--- src/rtl/rc_pkg.sv ---
// Shared constants and FSM encoding for the nibble-serial ripple-carry adder.
package rc_pkg;

    localparam int unsigned WIDTH_DEF = 16;
    localparam int unsigned SLICE_DEF = 4;

    typedef enum logic [1:0] {
        IDLE = 2'd0,
        RUN  = 2'd1,
        DONE = 2'd2
    } state_t;

endpackage

--- src/rtl/rc_add_seq_if.sv ---
// Request/response bundle for rc_add_seq: valid/ready request in, valid/ready result out.
interface rc_add_seq_if
    import rc_pkg::*;
#(
    parameter int unsigned WIDTH = WIDTH_DEF
);

    logic             in_valid;
    logic             in_ready;
    logic [WIDTH-1:0] a;
    logic [WIDTH-1:0] b;
    logic             cin;
    logic             out_valid;
    logic             out_ready;
    logic [WIDTH-1:0] s;
    logic             carry;

    // Requester / result consumer side.
    modport master (
        output in_valid, a, b, cin, out_ready,
        input  in_ready, out_valid, s, carry
    );

    // Adder side.
    modport slave (
        input  in_valid, a, b, cin, out_ready,
        output in_ready, out_valid, s, carry
    );

endinterface

--- src/rtl/rc_adder.sv ---
// Combinational W-bit ripple-carry adder slice.
module rc_adder #(
    parameter int unsigned W = 4
) (
    input  logic [W-1:0] a,
    input  logic [W-1:0] b,
    input  logic         cin,
    output logic [W-1:0] s,
    output logic         cout
);

    logic [W:0] c;

    // Ripple the carry bit by bit from cin to cout.
    always_comb begin
        s    = '0;
        c    = '0;
        c[0] = cin;
        for (int unsigned i = 0; i < W; i++) begin
            s[i]   = a[i] ^ b[i] ^ c[i];
            c[i+1] = (a[i] & b[i]) | (c[i] & (a[i] ^ b[i]));
        end
        cout = c[W];
    end

endmodule

--- src/rtl/rc_add_seq.sv ---
// Sequences one shared SLICE-bit rc_adder over WIDTH/SLICE passes to form a
// WIDTH-bit sum, chaining the slice carry through carry_reg between passes.
module rc_add_seq
    import rc_pkg::*;
#(
    parameter int unsigned WIDTH = WIDTH_DEF,
    parameter int unsigned SLICE = SLICE_DEF
) (
    input  logic         clk,
    input  logic         rst,
    rc_add_seq_if.slave  bus
);

    localparam int unsigned NSLICE = WIDTH / SLICE;
    localparam int unsigned CW     = (NSLICE > 1) ? $clog2(NSLICE) : 1;
    localparam logic [CW-1:0] LAST = CW'(NSLICE - 1);

    state_t           state;
    state_t           state_next;
    logic [CW-1:0]    cnt;
    logic [WIDTH-1:0] a_reg;
    logic [WIDTH-1:0] b_reg;
    logic [WIDTH-1:0] s_reg;
    logic             carry_reg;
    logic [SLICE-1:0] slice_a;
    logic [SLICE-1:0] slice_b;
    logic [SLICE-1:0] slice_s;
    logic             slice_c;

    assign slice_a = a_reg[cnt*SLICE +: SLICE];
    assign slice_b = b_reg[cnt*SLICE +: SLICE];

    rc_adder #(
        .W(SLICE)
    ) u_slice (
        .a    (slice_a),
        .b    (slice_b),
        .cin  (carry_reg),
        .s    (slice_s),
        .cout (slice_c)
    );

    assign bus.s     = s_reg;
    assign bus.carry = carry_reg;

    // Next-state and handshake outputs decoded from the current state.
    always_comb begin
        state_next    = state;
        bus.in_ready  = 1'b0;
        bus.out_valid = 1'b0;
        case (state)
            IDLE: begin
                bus.in_ready = 1'b1;
                if (bus.in_valid) state_next = RUN;
            end
            RUN: begin
                if (cnt == LAST) state_next = DONE;
            end
            DONE: begin
                bus.out_valid = 1'b1;
                if (bus.out_ready) state_next = IDLE;
            end
            default: state_next = IDLE;
        endcase
    end

    // State register plus operand capture and per-pass slice write-back.
    always_ff @(posedge clk or posedge rst) begin
        if (rst) begin
            state     <= IDLE;
            cnt       <= '0;
            a_reg     <= '0;
            b_reg     <= '0;
            s_reg     <= '0;
            carry_reg <= 1'b0;
        end else begin
            state <= state_next;
            case (state)
                IDLE: begin
                    if (bus.in_valid) begin
                        a_reg     <= bus.a;
                        b_reg     <= bus.b;
                        carry_reg <= bus.cin;
                        cnt       <= '0;
                    end
                end
                RUN: begin
                    s_reg[cnt*SLICE +: SLICE] <= slice_s;
                    carry_reg                 <= slice_c;
                    // Counter parks on the last pass instead of wrapping.
                    if (cnt != LAST) cnt <= cnt + 1'b1;
                end
                default: ;
            endcase
        end
    end

endmodule

--- src/flat_wrapper.sv ---
// flat-port wrapper written by rule: the top's interface ports become plain ports
module rc_add_seq_flat import rc_pkg::*;
#(
    parameter int unsigned WIDTH = WIDTH_DEF,
    parameter int unsigned SLICE = SLICE_DEF
)
  (clk, rst, bus_in_valid, bus_a, bus_b, bus_cin, bus_out_ready, bus_in_ready, bus_out_valid, bus_s, bus_carry);
  rc_add_seq_if #(.WIDTH(WIDTH)) bus_i ();
  input  logic clk;
  input  logic rst;
  input wire logic [$bits(bus_i.in_valid)-1:0] bus_in_valid;
  input wire logic [$bits(bus_i.a)-1:0] bus_a;
  input wire logic [$bits(bus_i.b)-1:0] bus_b;
  input wire logic [$bits(bus_i.cin)-1:0] bus_cin;
  input wire logic [$bits(bus_i.out_ready)-1:0] bus_out_ready;
  output wire logic [$bits(bus_i.in_ready)-1:0] bus_in_ready;
  output wire logic [$bits(bus_i.out_valid)-1:0] bus_out_valid;
  output wire logic [$bits(bus_i.s)-1:0] bus_s;
  output wire logic [$bits(bus_i.carry)-1:0] bus_carry;
  assign bus_i.in_valid = bus_in_valid;
  assign bus_i.a = bus_a;
  assign bus_i.b = bus_b;
  assign bus_i.cin = bus_cin;
  assign bus_i.out_ready = bus_out_ready;
  assign bus_in_ready = bus_i.in_ready;
  assign bus_out_valid = bus_i.out_valid;
  assign bus_s = bus_i.s;
  assign bus_carry = bus_i.carry;
  rc_add_seq #(.WIDTH(WIDTH), .SLICE(SLICE)) u_core (.clk(clk), .rst(rst), .bus(bus_i));
endmodule
--- config.mk ---
export PLATFORM = sky130hd
export DESIGN_NAME = rc_add_seq_flat
export DESIGN_NICKNAME = d
export VERILOG_FILES = /design/src/rtl/rc_pkg.sv /design/src/rtl/rc_add_seq_if.sv /design/src/rtl/rc_adder.sv /design/src/rtl/rc_add_seq.sv /design/src/flat_wrapper.sv
export SDC_FILE = /design/constraint.sdc
export NUM_CORES = 1
export LEC_CHECK = 0
export CAP_MARGIN = 0
export CORE_UTILIZATION = 29
export DETAILED_ROUTE_END_ITERATION = 8
export PLACE_DENSITY = 0.54
export SYNTH_ARGS = -nofsm -noshare
export SYNTH_HDL_FRONTEND = slang
export SYNTH_SLANG_ARGS = --single-unit
--- constraint.sdc ---
create_clock -name clk -period 3.3 [get_ports clk]
set_input_delay 0.825 -clock clk [delete_from_list [all_inputs] [get_ports clk]]
set_output_delay 0.825 -clock clk [all_outputs]
set_load 0.005 [all_outputs]
==> impl_metrics.py, run 1 <==
metrics = {
    "clocking": {
        "cts_sinks": 53,
        "cts.path.max_buffers": 2,
        "cts_made_buffers": 5,
        "h-tree-depth": 2,
        "root_buffer": "clkbuf_8",
        "postCtsHoldBufs": 0,
        "tritoncts": "built",
        "clk_latency_ns": 0.31,
        "postCtsResizedCells": 0,
        "post_cts_buffers": 0,
        "path_clk_slew_ns": 0.10,
    },
    "finish": {
        "final_common_cell": "clkdlybuf4s50_1",
        "layout-drive-gt1-share_pct": 26.5,
        "multi_input_area_um2": 1230,
        "final_nets": 299,
        "fillers": 921,
        "final_cell_mix": "clkdlybuf4s50_1, dfrtp_1, mux2_4, nand2_1, inv_1",
        "antenna_cells": 0,
        "areaGrowthSynthToFinish_pct": 26.4,
        "final-seq-area_um2": 1330,
    },
    "worst_setup_path": {
        "critical_path.max_fanout": 7,
        "required_ns": 3.50,
        "crit_family": "adder cells",
        "reg2reg_slack_ns": 0.44,
        "crit_path_start_kind": "flop",
        "crit_chain": "buf_4, mux4_2, inv_1, fa_1, inv_1, fa_1, fa_1, nand2_1, o41ai_2",
        "cpMostUsedCell": "fa_1",
        "crit_slowest_cell": "fa_1",
        "arrival_ns": 3.07,
        "cp-end-kind": "flop",
        "criticalPathCategory": "reg -> reg",
        "cp_num_buf_inv": 3,
        "slowest_delay_ns": 0.56,
    },
    "pwr": {
        "ir_drop_mv": 0.366,
        "p_leak_uw": 0.00152,
        "powerDensity_nw_per_um2": 1010,
    },
    "sta": {
        "max_freq_mhz": 349,
        "holdWs_ns": 0.487,
        "fin_crit_sh_pct": 86.7,
        "rsz0062_at_grt": "no",
        "max_slew_margin_pct": 63.4,
        "setup_viol": 0,
        "worst_slew_pin_slew_ns": 0.549,
        "skew_ns": 0.00656,
        "fin_setup_tns_ns": 0,
        "finalHoldViolCount": 0,
        "slew_violations": 0,
        "post-route-min-period_ns": 2.86,
    },
    "synthesis": {
        "avgSynthCellArea_um2": 14.3,
        "synth_top_area_share_pct": 48.5,
        "yosysWarningCount": 0,
        "synth_top_area_cell": "dfrtp_1",
        "syn_inst": 191,
        "synth_fp_nets": 238,
        "syn_area_um2": 2740,
        "dominantRegCellSynth": "dfrtp_1",
        "synth.distinct_cells": 33,
        "async_flop_share_pct": 100,
        "ys_ff_latch": 53,
        "synth_edf_count": 0,
        "synth.area.top_cells": "dfrtp_1, mux2_4, mux4_2, nand2_1, fa_1",
        "seq_area_frac_synth_pct": 48.5,
    },
    "route": {
        "vias_per_cell": 4.50,
        "drc_errors": 0,
        "drt_iter0_markers": 49,
        "routed_wl_um": 5620,
        "first_pass_iters": 4,
        "drtAntennaViolNets": 0,
        "wire_per_inst_um": 15.4,
        "dr_total_vias": 1637,
    },
    "grt": {
        "grt_overflow": 0,
        "grt_pass1_vias": 1728,
        "grt_pass1_wl_um": 9380,
        "grt_max_degree": 23,
        "antenna_found_initial": 0,
        "grt.total_usage_pct": 12.6,
    },
    "placed_design": {
        "port_buffers": 55,
        "gp_congestion": 0.793,
        "dp_hpwl_um": 4290,
    },
    "run_status": {
        "status": "finished clean",
    },
    "floorplanning": {
        "dieWidth_um": 99.1,
        "rows": 35,
        "pin_count": 56,
        "die_h_um": 99.1,
        "start_util_pct": 29.7,
        "core-area_um2": 9200,
        "dieArea_um2": 9820,
    },
    "hold_path": {
        "worstHoldPathType": "reg -> reg",
    },
    "flow_run": {
        "cap_violations": 0,
    },
}
[layer usage]
layer	track usage, %	share of wire (%)	vias up
met4	4.07	1.4	0
met2	19.9	47	47
met5	0	0	-
li1	-	-	798
met3	2.60	4.3	7
met1	17.5	48	785
[where the power goes]
part / switching, µW / internal (µW)
combinational: 909 / 1030
sequential: 218 / 947
clock: 221 / 171
total: 1350 / 2140
[layout make-up]
type / instances / share of cell area, %
Sequential cell: 53 / 38.4
Inverter: 14 / 1.52
Tap cell: 111 / 4.02
Clock inverter: 2 / 0.398
Multi-Input combinational cell: 115 / 35.7
Clock buffer: 6 / 2.39
Timing Repair Buffer: 63 / 17.7
[metrics by stage]
| stage | setup WS [ns] | instance area (µm²) | power, µW | util [%] | instances |
|---|---|---|---|---|---|
| finish | 0.438 | 3460 | 3490 | 37.6 | 364 |
| global route | 0.285 | 3460 | 3780 | 37.6 | 364 |
| CTS | 0.419 | 3460 | 3550 | 37.6 | 364 |
| detailed placement | 0.474 | 3360 | 3150 | 36.6 | 356 |
| global placement | 0.595 | 3360 | 3090 | 36.6 | 356 |
| floorplan | 0.443 | 2740 | 2560 | - | 191 |
[worst min-delay path, stage by stage (launching register included)]
cell and delay (ns):
dfrtp_1 0.35, nand2_1 0.04, o21ai_0 0.06
[synthesized netlist by cell type, types with 2 or more instances]
cell and count:
nor2_1 2, clkbuf_8 2, dfrtp_1 53, o21ai_0 6, ha_1 6, mux2_2 2
fa_1 4, buf_6 2, o41ai_1 2, o41ai_2 2, mux2_4 30, o31ai_1 9
buf_8 3, nand3_1 3, nand3b_2 3, nand2_1 24, mux4_2 8, a21oi_1 2
inv_1 13, nor3_1 2
[logic make-up after synthesis]
| family | Yosys count | synth area share, % |
|---|---|---|
| compound gates | 25 | 6.86 |
| simple gates | 40 | 8.69 |
| mux | 40 | 23.9 |
| buf+inv | 23 | 6.40 |
| flops | 53 | 48.5 |
| fa+ha+maj | 10 | 5.67 |
[worst paths after layout]
check | startpoint | to | cells after the start
max in group asynchronous | rst | u_core.bus.s[2] | 3
hold reg to reg | u_core.bus.s[14] | u_core.bus.s[14] | 2
min in group asynchronous | rst | u_core.bus.s[3] | 2
hold / removal | u_core.bus.s[14] | u_core.bus.s[14] | 2
setup / recovery | u_core.cnt[1] | u_core.bus.s[11] | 9
setup reg to reg | u_core.cnt[1] | u_core.bus.s[11] | 9
(Power assumes the default switching activity.)
==> run 2, diff against run 1 <==
--- a/config.mk
+++ b/config.mk
@@ -8,7 +8,9 @@
 export CAP_MARGIN = 0
 export CORE_UTILIZATION = 29
 export DETAILED_ROUTE_END_ITERATION = 8
-export PLACE_DENSITY = 0.54
+export GPL_TIMING_DRIVEN = 0
+export PLACE_DENSITY = 0.55
 export SYNTH_ARGS = -nofsm -noshare
 export SYNTH_HDL_FRONTEND = slang
+export SYNTH_HIERARCHICAL = 1
 export SYNTH_SLANG_ARGS = --single-unit
==> run 2 against run 1 <==
Effect of this change:
- flip-flop and latch count unchanged
- global-route usage down 0.67 points
- largest cell class unchanged
- synthesized cell count down 14%
- sequential power down 6%
- clock-buffer cell count down 1
- register-to-register slack worse by 0.25 ns
- via count down 6.4%
- clock power up 31%
- final area down 3.1%
- critical path type unchanged
==> impl_metrics.py, run 2 <==
metrics = {
    "floorplanning": {
        "dieWidth_um": 94.9,
        "pin_count": 56,
        "rows": 33,
        "core-area_um2": 8300,
        "start_util_pct": 30.2,
        "die_h_um": 94.9,
        "dieArea_um2": 9010,
    },
    "synthesis": {
        "synthMostInstantiatedCell": "dfrtp_1",
        "dominantRegCellSynth": "dfrtp_1",
        "seq_area_frac_synth_pct": 52.9,
        "synth_top_area_cell": "dfrtp_1",
        "synth_fp_nets": 211,
        "synth_commonest_cells": "dfrtp_1, mux2_2, a22o_1",
        "synth_top_area_share_pct": 52.9,
        "avgSynthCellArea_um2": 15.2,
        "synth.area.top_cells": "dfrtp_1, mux2_2, mux4_2, a22o_1, fa_1",
        "async_flop_share_pct": 100,
        "syn_inst": 165,
        "synth.distinct_cells": 25,
        "ys_ff_latch": 53,
        "synth_edf_count": 0,
        "yosysWarningCount": 6,
        "syn_area_um2": 2500,
    },
    "clocking": {
        "root_buffer": "clkbuf_8",
        "tritoncts": "built",
        "cts_sinks": 53,
        "cts_made_buffers": 5,
        "postCtsHoldBufs": 0,
        "h-tree-depth": 2,
        "path_clk_slew_ns": 0.10,
        "clk_latency_ns": 0.30,
        "post_cts_buffers": 0,
        "cts.path.max_buffers": 2,
    },
    "sta": {
        "fin_crit_sh_pct": 94.2,
        "rsz0062_at_grt": "no",
        "timing.final.ws_setup_ns": 0.192,
        "holdWs_ns": 0.494,
        "max_freq_mhz": 322,
        "post-route-min-period_ns": 3.11,
        "fin_setup_tns_ns": 0,
        "finalHoldViolCount": 0,
        "skew_ns": 0.0112,
        "max_slew_margin_pct": 74.5,
        "setup_viol": 0,
        "worst_slew_pin_slew_ns": 0.383,
        "slew_violations": 0,
    },
    "grt": {
        "grt.total_usage_pct": 12.0,
        "grt_overflow": 0,
        "antenna_found_initial": 0,
        "grt_pass1_wl_um": 8060,
        "grt_pass1_vias": 1640,
        "grt_max_degree": 39,
    },
    "hold_path": {
        "min_path_cells": 1,
        "worstHoldPathType": "reg -> reg",
        "hp-start": "u_core/b_reg[13]",
        "whs_endpoint": "u_core/b_reg[13]",
    },
    "placed_design": {
        "pre_cts_ws_ns": -0.0153,
        "gp_congestion": 0.696,
        "port_buffers": 55,
        "dp_hpwl_um": 3700,
    },
    "worst_setup_path": {
        "worstReg2RegEnd": "u_core/bus.s[15]",
        "critical_path.max_fanout": 10,
        "r2r_cells": 11,
        "rr_startpoint": "u_core/cnt[1]",
        "arrival_ns": 3.35,
        "required_ns": 3.54,
        "reg2reg_slack_ns": 0.19,
        "crit_path_start_kind": "flop",
        "cp-end-kind": "flop",
        "criticalPathCategory": "reg -> reg",
    },
    "finish": {
        "areaGrowthSynthToFinish_pct": 33.8,
        "fillers": 801,
        "postLayoutCoreUtil_pct": 40.4,
        "layout-drive-gt1-share_pct": 27.1,
        "final_nets": 274,
        "final_cell_mix": "clkdlybuf4s50_1, dfrtp_1, mux2_2, a22o_1, inv_1",
        "final_common_cell": "clkdlybuf4s50_1",
        "antenna_cells": 0,
    },
    "route": {
        "vias_per_cell": 4.59,
        "wire_per_inst_um": 14.6,
        "routed_wl_um": 4880,
        "dr_total_vias": 1532,
        "drtAntennaViolNets": 0,
        "drc_errors": 0,
        "drt_iter0_markers": 53,
        "first_pass_iters": 4,
    },
    "pwr": {
        "p_leak_uw": 0.00146,
        "powerDensity_nw_per_um2": 995,
        "ir_drop_mv": 0.359,
    },
    "flow_run": {
        "cap_violations": 0,
    },
    "run_status": {
        "status": "finished clean",
    },
}
[run 2: cell types whose count changed in the layout (fill, tap and decap cells not counted), moves of 3 or more]
cell and change:
nor2_1 +3, buf_6 +5, o21ai_0 -4, nand3b_2 -3
mux2_1 +4, mux2_2 +27, nand2_1 -21, mux2_4 -30
a22o_1 +17, buf_4 -7, nand3_1 -3, o31ai_1 -9
[run 2: worst max-delay path by stage]
stage,to,slack [ns],start,cells after the start
floorplan,u_core/bus.s[15],0.33,u_core/cnt[0],11
global placement,u_core/bus.s[15],-0.03,u_core/cnt[0],11
detailed placement,u_core/bus.s[15],-0.02,u_core/cnt[0],11
CTS,u_core/bus.s[15],0.06,u_core/cnt[0],11
global route,u_core/bus.s[15],0.001,u_core/cnt[1],11
finish,u_core/bus.s[15],0.19,u_core/cnt[1],11
[run 2: what timing repair did]
action | in CTS | in global routing
endpoints found under the setup margin | 4 | 4
endpoints found under the hold margin | 0 | 0
gates resized for setup | 1 | 3
[run 2: worst max-delay path: stages (launching register included)]
cell and delay [ns]:
dfrtp_1 0.38, clkbuf_4 0.26, mux4_2 0.57, fa_1 0.42
inv_1 0.07, fa_1 0.15, inv_1 0.05, fa_1 0.35
inv_1 0.07, fa_1 0.40, inv_1 0.17, a22o_1 0.16
[run 2: metrics by stage]
step                      cells  total power (µW)  instance area (µm²)
final                       334              3330                 3350
after CTS                   334              3390                 3340
after floorplan             165              2270                 2500
after global placement      325              2850                 3190
after global routing        334              3620                 3350
after detailed placement    326              2870                 3210
[run 2: power by group]
part	internal (µW)	total, µW	switching, µW	leakage (µW)
Combinational	879	1720	842	0.000733
Clock	301	511	209	0.0000681
Sequential	941	1100	160	0.000657
Total	2120	3330	1210	0.00146
[run 2: area by class of cell]
class / instances / area, µm² / area share, %
clock inverter: 3 / 65.1 / 1.94
multi-input combinational: 91 / 1060 / 31.7
inverter: 14 / 52.6 / 1.57
timing repair buffer: 56 / 571 / 17.0
tap: 105 / 131 / 3.92
sequential: 53 / 1330 / 39.6
buffer: 7 / 71.3 / 2.13
clock buffer: 5 / 68.8 / 2.05
[run 2: cell families after synthesis]
group                      share of synthesized area, %
AOI/OAI and AO/OA                                  6.54
DFF                                                52.9
buffers and inverters                              4.60
muxes                                              22.0
adders and majority gates                          5.69
and+or+nand+nor                                    8.19
[run 2: metal layers]
layer	vias up	GRT usage, %	share of wire, %
met1	766	15.5	47
li1	722	-	-
met3	4	2.98	4.8
met5	-	0	0
met4	0	2.65	0.53
met2	40	20.1	48
==> run 3, diff against run 2 <==
--- a/config.mk
+++ b/config.mk
@@ -10,6 +10,7 @@
 export DETAILED_ROUTE_END_ITERATION = 8
 export GPL_TIMING_DRIVEN = 0
 export PLACE_DENSITY = 0.55
+export SLEW_MARGIN = 5
 export SYNTH_ARGS = -nofsm -noshare
 export SYNTH_HDL_FRONTEND = slang
 export SYNTH_HIERARCHICAL = 1
==> results of run 3 <==
The final DEF is identical to that of run 2; final timing and power are the same.
